**config.mk**
```make
export PLATFORM = sky130hd
export DESIGN_NAME = midi_parser_flat
export DESIGN_NICKNAME = d
export VERILOG_FILES = /design/src/rtl/midi_parser_pkg.sv /design/src/rtl/midi_parser_if.sv /design/src/rtl/midi_parser.sv /design/src/flat_wrapper.sv
export SDC_FILE = /design/constraint.sdc
export NUM_CORES = 1
export LEC_CHECK = 0
export ABC_AREA = 1
export BUFFER_PORTS_ARGS = -buffer_cell sky130_fd_sc_hd__clkbuf_2
export CAP_MARGIN = 20
export CORE_MARGIN = 2
export CORE_UTILIZATION = 58
export DETAILED_ROUTE_END_ITERATION = 10
export PLACE_DENSITY = 0.83
export SKIP_CTS_REPAIR_TIMING = 1
export SYNTH_ARGS = -nofsm -noshare
export SYNTH_HDL_FRONTEND = slang
export SYNTH_SLANG_ARGS = --single-unit
```
**constraint.sdc**
```tcl
create_clock -name clk -period 3.3 [get_ports clk]
set_input_delay 0.33 -clock clk [delete_from_list [all_inputs] [get_ports clk]]
set_output_delay 0.33 -clock clk [all_outputs]
set_load 0.005 [all_outputs]
```
**src/rtl/midi_parser_pkg.sv**
```systemverilog
// Shared MIDI types for the parser: data-byte width, status nibbles and FSM states.
package midi_parser_pkg;

  localparam int BITS = 7;
  typedef logic [BITS-1:0] bits_t;

  localparam logic [3:0] NOTE_OFF   = 4'h8;
  localparam logic [3:0] NOTE_ON    = 4'h9;
  localparam logic [3:0] POLY_AT    = 4'hA;
  localparam logic [3:0] CTRL_CHG   = 4'hB;
  localparam logic [3:0] PROG_CHG   = 4'hC;
  localparam logic [3:0] CHAN_AT    = 4'hD;
  localparam logic [3:0] PITCH_BEND = 4'hE;
  localparam logic [3:0] SYSTEM     = 4'hF;
  localparam logic [3:0] NO_STATUS  = 4'h0;

  typedef enum logic [2:0] {
    ST_IDLE  = 3'd0,
    ST_KEY   = 3'd1,
    ST_VEL   = 3'd2,
    ST_SKIP2 = 3'd3,
    ST_SKIP1 = 3'd4
  } state_t;

  // Program change and channel aftertouch carry a single data byte.
  function automatic logic is_two_byte(input logic [3:0] nib);
    return !((nib == PROG_CHG) || (nib == CHAN_AT));
  endfunction

endpackage

```
**src/rtl/midi_parser_if.sv**
```systemverilog
// Byte-in / note-event-out bundle between the UART receiver, the parser and the video block.
interface midi_parser_if;
  import midi_parser_pkg::*;

  logic [7:0] data;
  logic       data_valid;
  bits_t      note;
  bits_t      velocity;
  logic       event_valid;
  logic       error;

  modport master (
    output data, data_valid,
    input  note, velocity, event_valid, error
  );

  modport slave (
    input  data, data_valid,
    output note, velocity, event_valid, error
  );

endinterface

```
**src/rtl/midi_parser.sv**
```systemverilog
// MIDI byte-stream parser: tracks running status and reports Note On/Off events
// for one channel (or all channels in omni mode) as note/velocity updates.
//
//   state    | meaning
//   ST_IDLE  | no running status; data bytes are errors
//   ST_KEY   | note message active, awaiting key byte
//   ST_VEL   | key latched, awaiting velocity byte
//   ST_SKIP2 | unused message, two data bytes left to discard
//   ST_SKIP1 | unused message, one data byte left to discard
module midi_parser
  import midi_parser_pkg::*;
#(
  parameter int CHANNEL = 0,
  parameter bit OMNI    = 1'b0
) (
  input  logic            clk,
  input  logic            rst_n,
  midi_parser_if.slave    bus
);

  state_t     state_q, state_d;
  logic [3:0] status_q, status_d;
  bits_t      key_q, key_d;
  bits_t      note_q, note_d;
  bits_t      vel_q, vel_d;
  logic       event_q, event_d;
  logic       error_q, error_d;

  logic       is_status;
  logic [3:0] nib;
  logic       ch_match;

  assign is_status = bus.data[7];
  assign nib       = bus.data[7:4];
  assign ch_match  = OMNI || (bus.data[3:0] == 4'(CHANNEL));

  always_ff @(posedge clk or negedge rst_n) begin
    if (!rst_n) begin
      state_q  <= ST_IDLE;
      status_q <= NO_STATUS;
      key_q    <= '0;
      note_q   <= '0;
      vel_q    <= '0;
      event_q  <= 1'b0;
      error_q  <= 1'b0;
    end else begin
      state_q  <= state_d;
      status_q <= status_d;
      key_q    <= key_d;
      note_q   <= note_d;
      vel_q    <= vel_d;
      event_q  <= event_d;
      error_q  <= error_d;
    end
  end

  always_comb begin
    state_d  = state_q;
    status_d = status_q;
    key_d    = key_q;
    note_d   = note_q;
    vel_d    = vel_q;
    event_d  = 1'b0;
    error_d  = 1'b0;

    if (bus.data_valid) begin
      if (is_status) begin
        if (nib == SYSTEM) begin
          // Realtime bytes (F8-FF) may interleave anything and leave no trace.
          if (!bus.data[3]) begin
            state_d  = ST_IDLE;
            status_d = NO_STATUS;
          end
        end else begin
          status_d = nib;
          unique case (nib)
            NOTE_OFF, NOTE_ON:            state_d = ch_match ? ST_KEY : ST_SKIP2;
            POLY_AT, CTRL_CHG, PITCH_BEND: state_d = ST_SKIP2;
            PROG_CHG, CHAN_AT:            state_d = ST_SKIP1;
            default:                      state_d = ST_IDLE;
          endcase
        end
      end else begin
        unique case (state_q)
          ST_IDLE: error_d = 1'b1;
          ST_KEY: begin
            key_d   = bus.data[6:0];
            state_d = ST_VEL;
          end
          ST_VEL: begin
            state_d = ST_KEY;
            if ((status_q == NOTE_ON) && (bus.data[6:0] != '0)) begin
              note_d  = key_q;
              vel_d   = bus.data[6:0];
              event_d = 1'b1;
            end else if (key_q == note_q) begin
              // A release only matters for the note currently shown.
              vel_d   = '0;
              event_d = 1'b1;
            end
          end
          ST_SKIP2: state_d = ST_SKIP1;
          ST_SKIP1: state_d = is_two_byte(status_q) ? ST_SKIP2 : ST_SKIP1;
          default:  state_d = ST_IDLE;
        endcase
      end
    end
  end

  assign bus.note        = note_q;
  assign bus.velocity    = vel_q;
  assign bus.event_valid = event_q;
  assign bus.error       = error_q;

endmodule

```
**src/flat_wrapper.sv**
```systemverilog
// flat-port wrapper written by rule: the top's interface ports become plain ports
module midi_parser_flat import midi_parser_pkg::*;
#(
  parameter int CHANNEL = 0,
  parameter bit OMNI    = 1'b0
)
  (clk, rst_n, bus_data, bus_data_valid, bus_note, bus_velocity, bus_event_valid, bus_error);
  midi_parser_if bus_i ();
  input  logic clk;
  input  logic rst_n;
  input wire logic [$bits(bus_i.data)-1:0] bus_data;
  input wire logic [$bits(bus_i.data_valid)-1:0] bus_data_valid;
  output wire logic [$bits(bus_i.note)-1:0] bus_note;
  output wire logic [$bits(bus_i.velocity)-1:0] bus_velocity;
  output wire logic [$bits(bus_i.event_valid)-1:0] bus_event_valid;
  output wire logic [$bits(bus_i.error)-1:0] bus_error;
  assign bus_i.data = bus_data;
  assign bus_i.data_valid = bus_data_valid;
  assign bus_note = bus_i.note;
  assign bus_velocity = bus_i.velocity;
  assign bus_event_valid = bus_i.event_valid;
  assign bus_error = bus_i.error;
  midi_parser #(.CHANNEL(CHANNEL), .OMNI(OMNI)) u_core (.clk(clk), .rst_n(rst_n), .bus(bus_i));
endmodule
```
# Yosys cells after proc, flatten, opt, wreduce, memory -nomap -nowiden
# Cells that the tools add are included.
# W data, S select, Z words.
[op_classes]
eq_ne = 19
muxes = 19
bitwise_logic = 1
reduce_logical = 14
[op_table]
columns = ["cell", "n"]
rows = [
  ["$eq A4 B4 Y1 const B", 11],
  ["$pmux W3 S5", 1],
  ["$mux W7", 2],
  ["$mux W3", 4],
  ["$pmux W3 S3", 1],
  ["$reduce_and A3 Y1", 3],
  ["$mux W1", 8],
  ["$mux W4", 2],
  ["$reduce_and A4 Y1", 2],
  ["$eq A7 B7 Y1", 1],
  ["$reduce_bool A7 Y1", 1],
  ["$eq A3 B2 Y1 const B", 2],
  ["$logic_not A4 Y1", 1],
  ["$ne A2 B2 Y1 const B", 2],
  ["$reduce_or A2 Y1", 2],
  ["$eq A3 B1 Y1 const B", 1],
  ["$eq A3 B3 Y1 const B", 1],
  ["$logic_not A3 Y1", 1],
  ["$ne A3 B3 Y1 const B", 1],
  ["$reduce_or A3 Y1", 1],
  ["$mux W2", 1],
  ["$reduce_bool A2 Y1", 1],
  ["$logic_and A1 B1 Y1", 1],
  ["$logic_or A1 B1 Y1", 1],
  ["$not A1 Y1", 1],
]
[word_totals]
register_bits = 30
input_bits = 11
out_inout_bits = 16
word_cells = 60

# Depth between registers and ports, before layout
[depth]
word_depth = 6
ltp_mapped = 8
depth_no_buf = 8

# Least setup slack after synthesis
# No wires, ideal clock.
[synth_timing]
path_type = "register to register"
startpoint = "reg u_core.state_q[0]"
endpoint = "reg u_core.vel_q[2] (netlist: u_core.bus.velocity[2])"
setup_ps = 119
arrival_ps = 1106
required_ps = 3181
setup_slack_ps = 2075
stages_incl_launch_ff = 8
path_buffers = 1
synth_period_minus_slack_ps = 1225
cell_sequence = "dfrtp_1 > inv_2 > nand3_2 > nor2_4 > nand3_4 > buf_6 > nand3_1 > nand2_1"
[synth_between]
elab_chain_len = 2
[synth_rtl]
columns = ["item", "line", "text"]
rows = [
  ["start, declared", "midi_parser.sv:21", "state_t state_q, state_d;"],
  ["start signal, assigned", "midi_parser.sv:47", "state_q <= state_d;"],
  ["$eq A3 B2 Y1", "midi_parser.sv:84", "unique case (state_q)"],
  ["$reduce_and A4 Y1 (no line)", "n/a", ""],
  ["end signal, assigned", "midi_parser.sv:51", "vel_q <= vel_d;"],
  ["end, declared", "midi_parser.sv:25", "bits_t vel_q, vel_d;"],
]
# No other way between the ends.
# A chain may end at the register's enable or synchronous reset.

# Worst setup path after layout
[layout_timing]
startpoint = "reg u_core.state_q[1]"
endpoint = "reg u_core.key_q[3]"
[layout_between]
elab_chain_len = 2
[layout_rtl]
columns = ["item", "line", "text"]
rows = [
  ["$eq A3 B1 Y1", "midi_parser.sv:84", ""],
  ["$reduce_and A3 Y1 (no line)", "n/a", ""],
  ["end signal, assigned", "midi_parser.sv:49", "key_q <= key_d;"],
  ["end, declared", "midi_parser.sv:23", "bits_t key_q, key_d;"],
]
# No other way between the ends.

==> flow_metrics.py <==
metrics = {
    "power_and_ir_drop": {
        "power_mw": 1.07,
        "power_leakage_nw": 0.918,
        "p_seq_frac": 0.516,
        "combPwrFrac": 0.276,
        "p_per_area_nw_per_um2": 643,
        "p_clk_frac": 0.207,
        "p_sw_frac": 0.345,
        "ir_worst_vdd_v": 0.000424,
        "intPower_mw": 0.699,
        "switchingPower_mw": 0.368,
    },
    "setup_path": {
        "cp-end-kind": "register",
        "critPathLaunchType": "register",
        "cp_max_fo": 12,
        "rr_worst_depth": 3,
        "arrival_ns": 1.72,
        "r2r_start": "u_core.state_q[1]$_DFFE_PN0P_",
        "critical_path_class": "register to register",
        "reg2reg_to": "u_core.key_q[3]$_DFFE_PN0P_",
        "rrSetupSlack_ns": 1.80,
        "critPathRequiredTime_ns": 3.52,
    },
    "grt": {
        "grt_pass1_wl_um": 4720,
        "grt_pass1_vias": 1104,
        "overflow": 0,
        "grt_usage": 0.235,
        "antenna_found_initial": 0,
        "grt_max_degree": 31,
    },
    "sta": {
        "skew_ns": 0.0116,
        "slew_violations": 0,
        "finalHoldViolations": 0,
        "fmax_ghz": 0.667,
        "worst_slack_ns": 1.80,
        "setup_violations": 0,
        "period_needed_ns": 1.50,
        "worst_pin_slew_ns": 0.717,
        "slew_headroom": 0.522,
        "rsz0062_at_grt": "no",
        "setup_tns_ns": 0,
        "period_share": 0.454,
    },
    "logic_synthesis": {
        "synth_nets": 186,
        "yosys.area_share.xor_xnor": 0.0303,
        "avgSynthCellArea_um2": 8.27,
        "synth_top_family_by_area": "simple AND/OR/NAND/NOR gates",
        "yosys.area.top_type": "dfrtp_1",
        "synth_flop_cell": "dfrtp_1",
        "synth_compound_area_frac": 0.0787,
        "syn-cell-area_um2": 1450,
        "synthSimpleGateAreaFrac": 0.300,
        "ys_top_cells_by_area": "dfrtp_1 52%, nand2_1 17%, o21ai_0 6.9%",
        "muxShareOfSynthArea": 0.0156,
        "yosysMostFrequentCell": "nand2_1",
        "yosysWarningCount": 0,
        "ys_ff_latch": 30,
        "yosysSeqAreaShare": 0.519,
        "syn_inst": 175,
        "synth_common_cells": "64 x nand2_1, 30 x dfrtp_1, 20 x o21ai_0",
        "synth_edf_count": 0,
        "synth_cell_type_count": 22,
        "synthArstFlopShare": 1.00,
        "synth-adder-area-share": 0,
        "synth_top_area_share": 0.519,
    },
    "layout": {
        "final_cells": 237,
        "nNetsFinal": 217,
        "seqCellArea_um2": 751,
        "multi_input_area_um2": 614,
        "design_area_um2": 1660,
        "synthToLayoutAreaGrowth_pct": 14.7,
        "antenna_cells": 0,
        "fill_cells": 193,
        "drive_above_1_share": 0.213,
    },
    "routing": {
        "wl_um": 2920,
        "drt_first_iter_violations": 21,
        "vias_per_cell": 5.23,
        "final_antenna_net_count": 0,
        "route.detailed.wl_per_inst_um": 12.3,
        "drc_errors": 0,
        "vias": 1239,
        "dr.pass1.iters": 4,
    },
    "cts": {
        "cts-root-buf": "clkbuf_4",
        "cts_made_buffers": 5,
        "htreeDepth": 2,
        "clock_latency_ns": 0.33,
        "clkSinkCount": 30,
        "cts_buffer_depth": 2,
        "path_clk_slew_ns": 0.09,
        "tritoncts": "done",
    },
    "worst_hold_path": {
        "hold_class": "primary input to asynchronous set/reset pin",
    },
    "placed_design": {
        "dp_hpwl_um": 2260,
        "dp_slack_ns": 1.77,
        "dp.cells": 229,
        "place_area_um2": 1600,
        "portBuffers": 26,
        "gp_congestion": 0.962,
    },
    "floorplanning": {
        "pin_count": 27,
        "dieArea_um2": 2910,
        "core_area_um2": 2410,
        "std_cell_rows": 18,
        "start_util": 0.601,
        "die_w_um": 54.0,
        "die_height_um": 54.0,
    },
    "flow_run": {
        "maxCapViolCount": 0,
    },
    "outcome": {
        "status": "finished, final reports clean",
    },
}
layer usage:
| layer | up-vias | share of wire | track usage |
|---|---|---|---|
| met1 | 573 | 0.44 | 0.278 |
| met2 | 37 | 0.48 | 0.386 |
| met5 | - | 0 | 0 |
| met3 | 7 | 0.060 | 0.0750 |
| li1 | 622 | - | - |
| met4 | 0 | 0.017 | 0.111 |
cell type report:
| cell class | count | area share |
|---|---|---|
| repair buffers | 26 | 0.0784 |
| clock inverters | 1 | 0.00301 |
| well taps | 30 | 0.0226 |
| inverters | 18 | 0.0407 |
| clock buffers | 7 | 0.0332 |
| multi-input cells | 125 | 0.370 |
| flip-flops and latches | 30 | 0.452 |
worst max path at each step:
stage / start / endpoint / slack, ns / cells past startpoint
2_1_floorplan: u_core.state_q[0]$_DFFE_PN0P_ / u_core.bus.velocity[2]$_DFFE_PN0P_ / 2.08 / 7
3_3_place_gp: bus_data[7] / u_core.bus.velocity[5]$_DFFE_PN0P_ / 1.87 / 8
3_5_place_dp: u_core.state_q[1]$_DFFE_PN0P_ / u_core.key_q[3]$_DFFE_PN0P_ / 1.77 / 3
4_1_cts: u_core.state_q[1]$_DFFE_PN0P_ / u_core.key_q[3]$_DFFE_PN0P_ / 1.79 / 3
5_1_grt: u_core.state_q[1]$_DFFE_PN0P_ / u_core.key_q[3]$_DFFE_PN0P_ / 1.66 / 3
6_report: u_core.state_q[1]$_DFFE_PN0P_ / u_core.key_q[3]$_DFFE_PN0P_ / 1.80 / 3
state kept, by name (all words and copies together) (netlist names):
| name | flops |
|---|---|
| u_core.status_q | 4 |
| u_core.bus.error | 1 |
| u_core.bus.note | 7 |
| u_core.key_q | 7 |
| u_core.state_q | 3 |
| u_core.bus.velocity | 7 |
| u_core.bus.event_valid | 1 |
layout by cell type (no fill, tap or decap):
cell	n
clkbuf_1	1
clkbuf_2	26
inv_2	3
nor3_4	1
nor2_4	1
clkinv_2	1
a31oi_1	1
nand3_2	1
nand3_1	15
clkbuf_4	5
nor3_2	1
dfrtp_1	30
nand3_4	1
o21ai_0	20
mux2_2	2
nor3_1	1
xnor2_1	4
inv_1	15
clkbuf_8	1
nand2_2	1
o211ai_1	1
xor2_1	1
nand4_1	2
nor2_1	8
nand2_1	64
power groups by stage:
stage / clock network (mW) / registers [mW] / logic, mW
2_1_floorplan: 0 / 0.543 / 0.201
3_3_place_gp: 0 / 0.552 / 0.289
3_5_place_dp: 0 / 0.560 / 0.298
4_1_cts: 0.228 / 0.552 / 0.299
5_1_grt: 0.250 / 0.563 / 0.342
6_report: 0.221 / 0.551 / 0.295
logic make-up (layout without fill, tap and decap cells):
family / Yosys count / in the layout
buffers and inverters: 20 / 52
multiplexers: 2 / 2
flip-flops: 30 / 30
AO/OA/AOI/OAI: 22 / 22
AND/OR/NAND/NOR: 96 / 96
XOR/XNOR: 5 / 5
per-stage QoR:
step | hold WS [ns] | util
2_1_floorplan | 0.0344 | -
6_report | 0.0361 | 0.689
3_5_place_dp | 0.413 | 0.664
5_1_grt | 0.0910 | 0.689
3_3_place_gp | 0.402 | 0.664
4_1_cts | 0.0471 | 0.689
critical path, stage by stage, from the launching register on:
cell     delay, ns
dfrtp_1       0.44
nor2_1        0.18
nand4_1       0.37
mux2_2        0.41
Note: power is estimated with default switching activity, not from simulation.
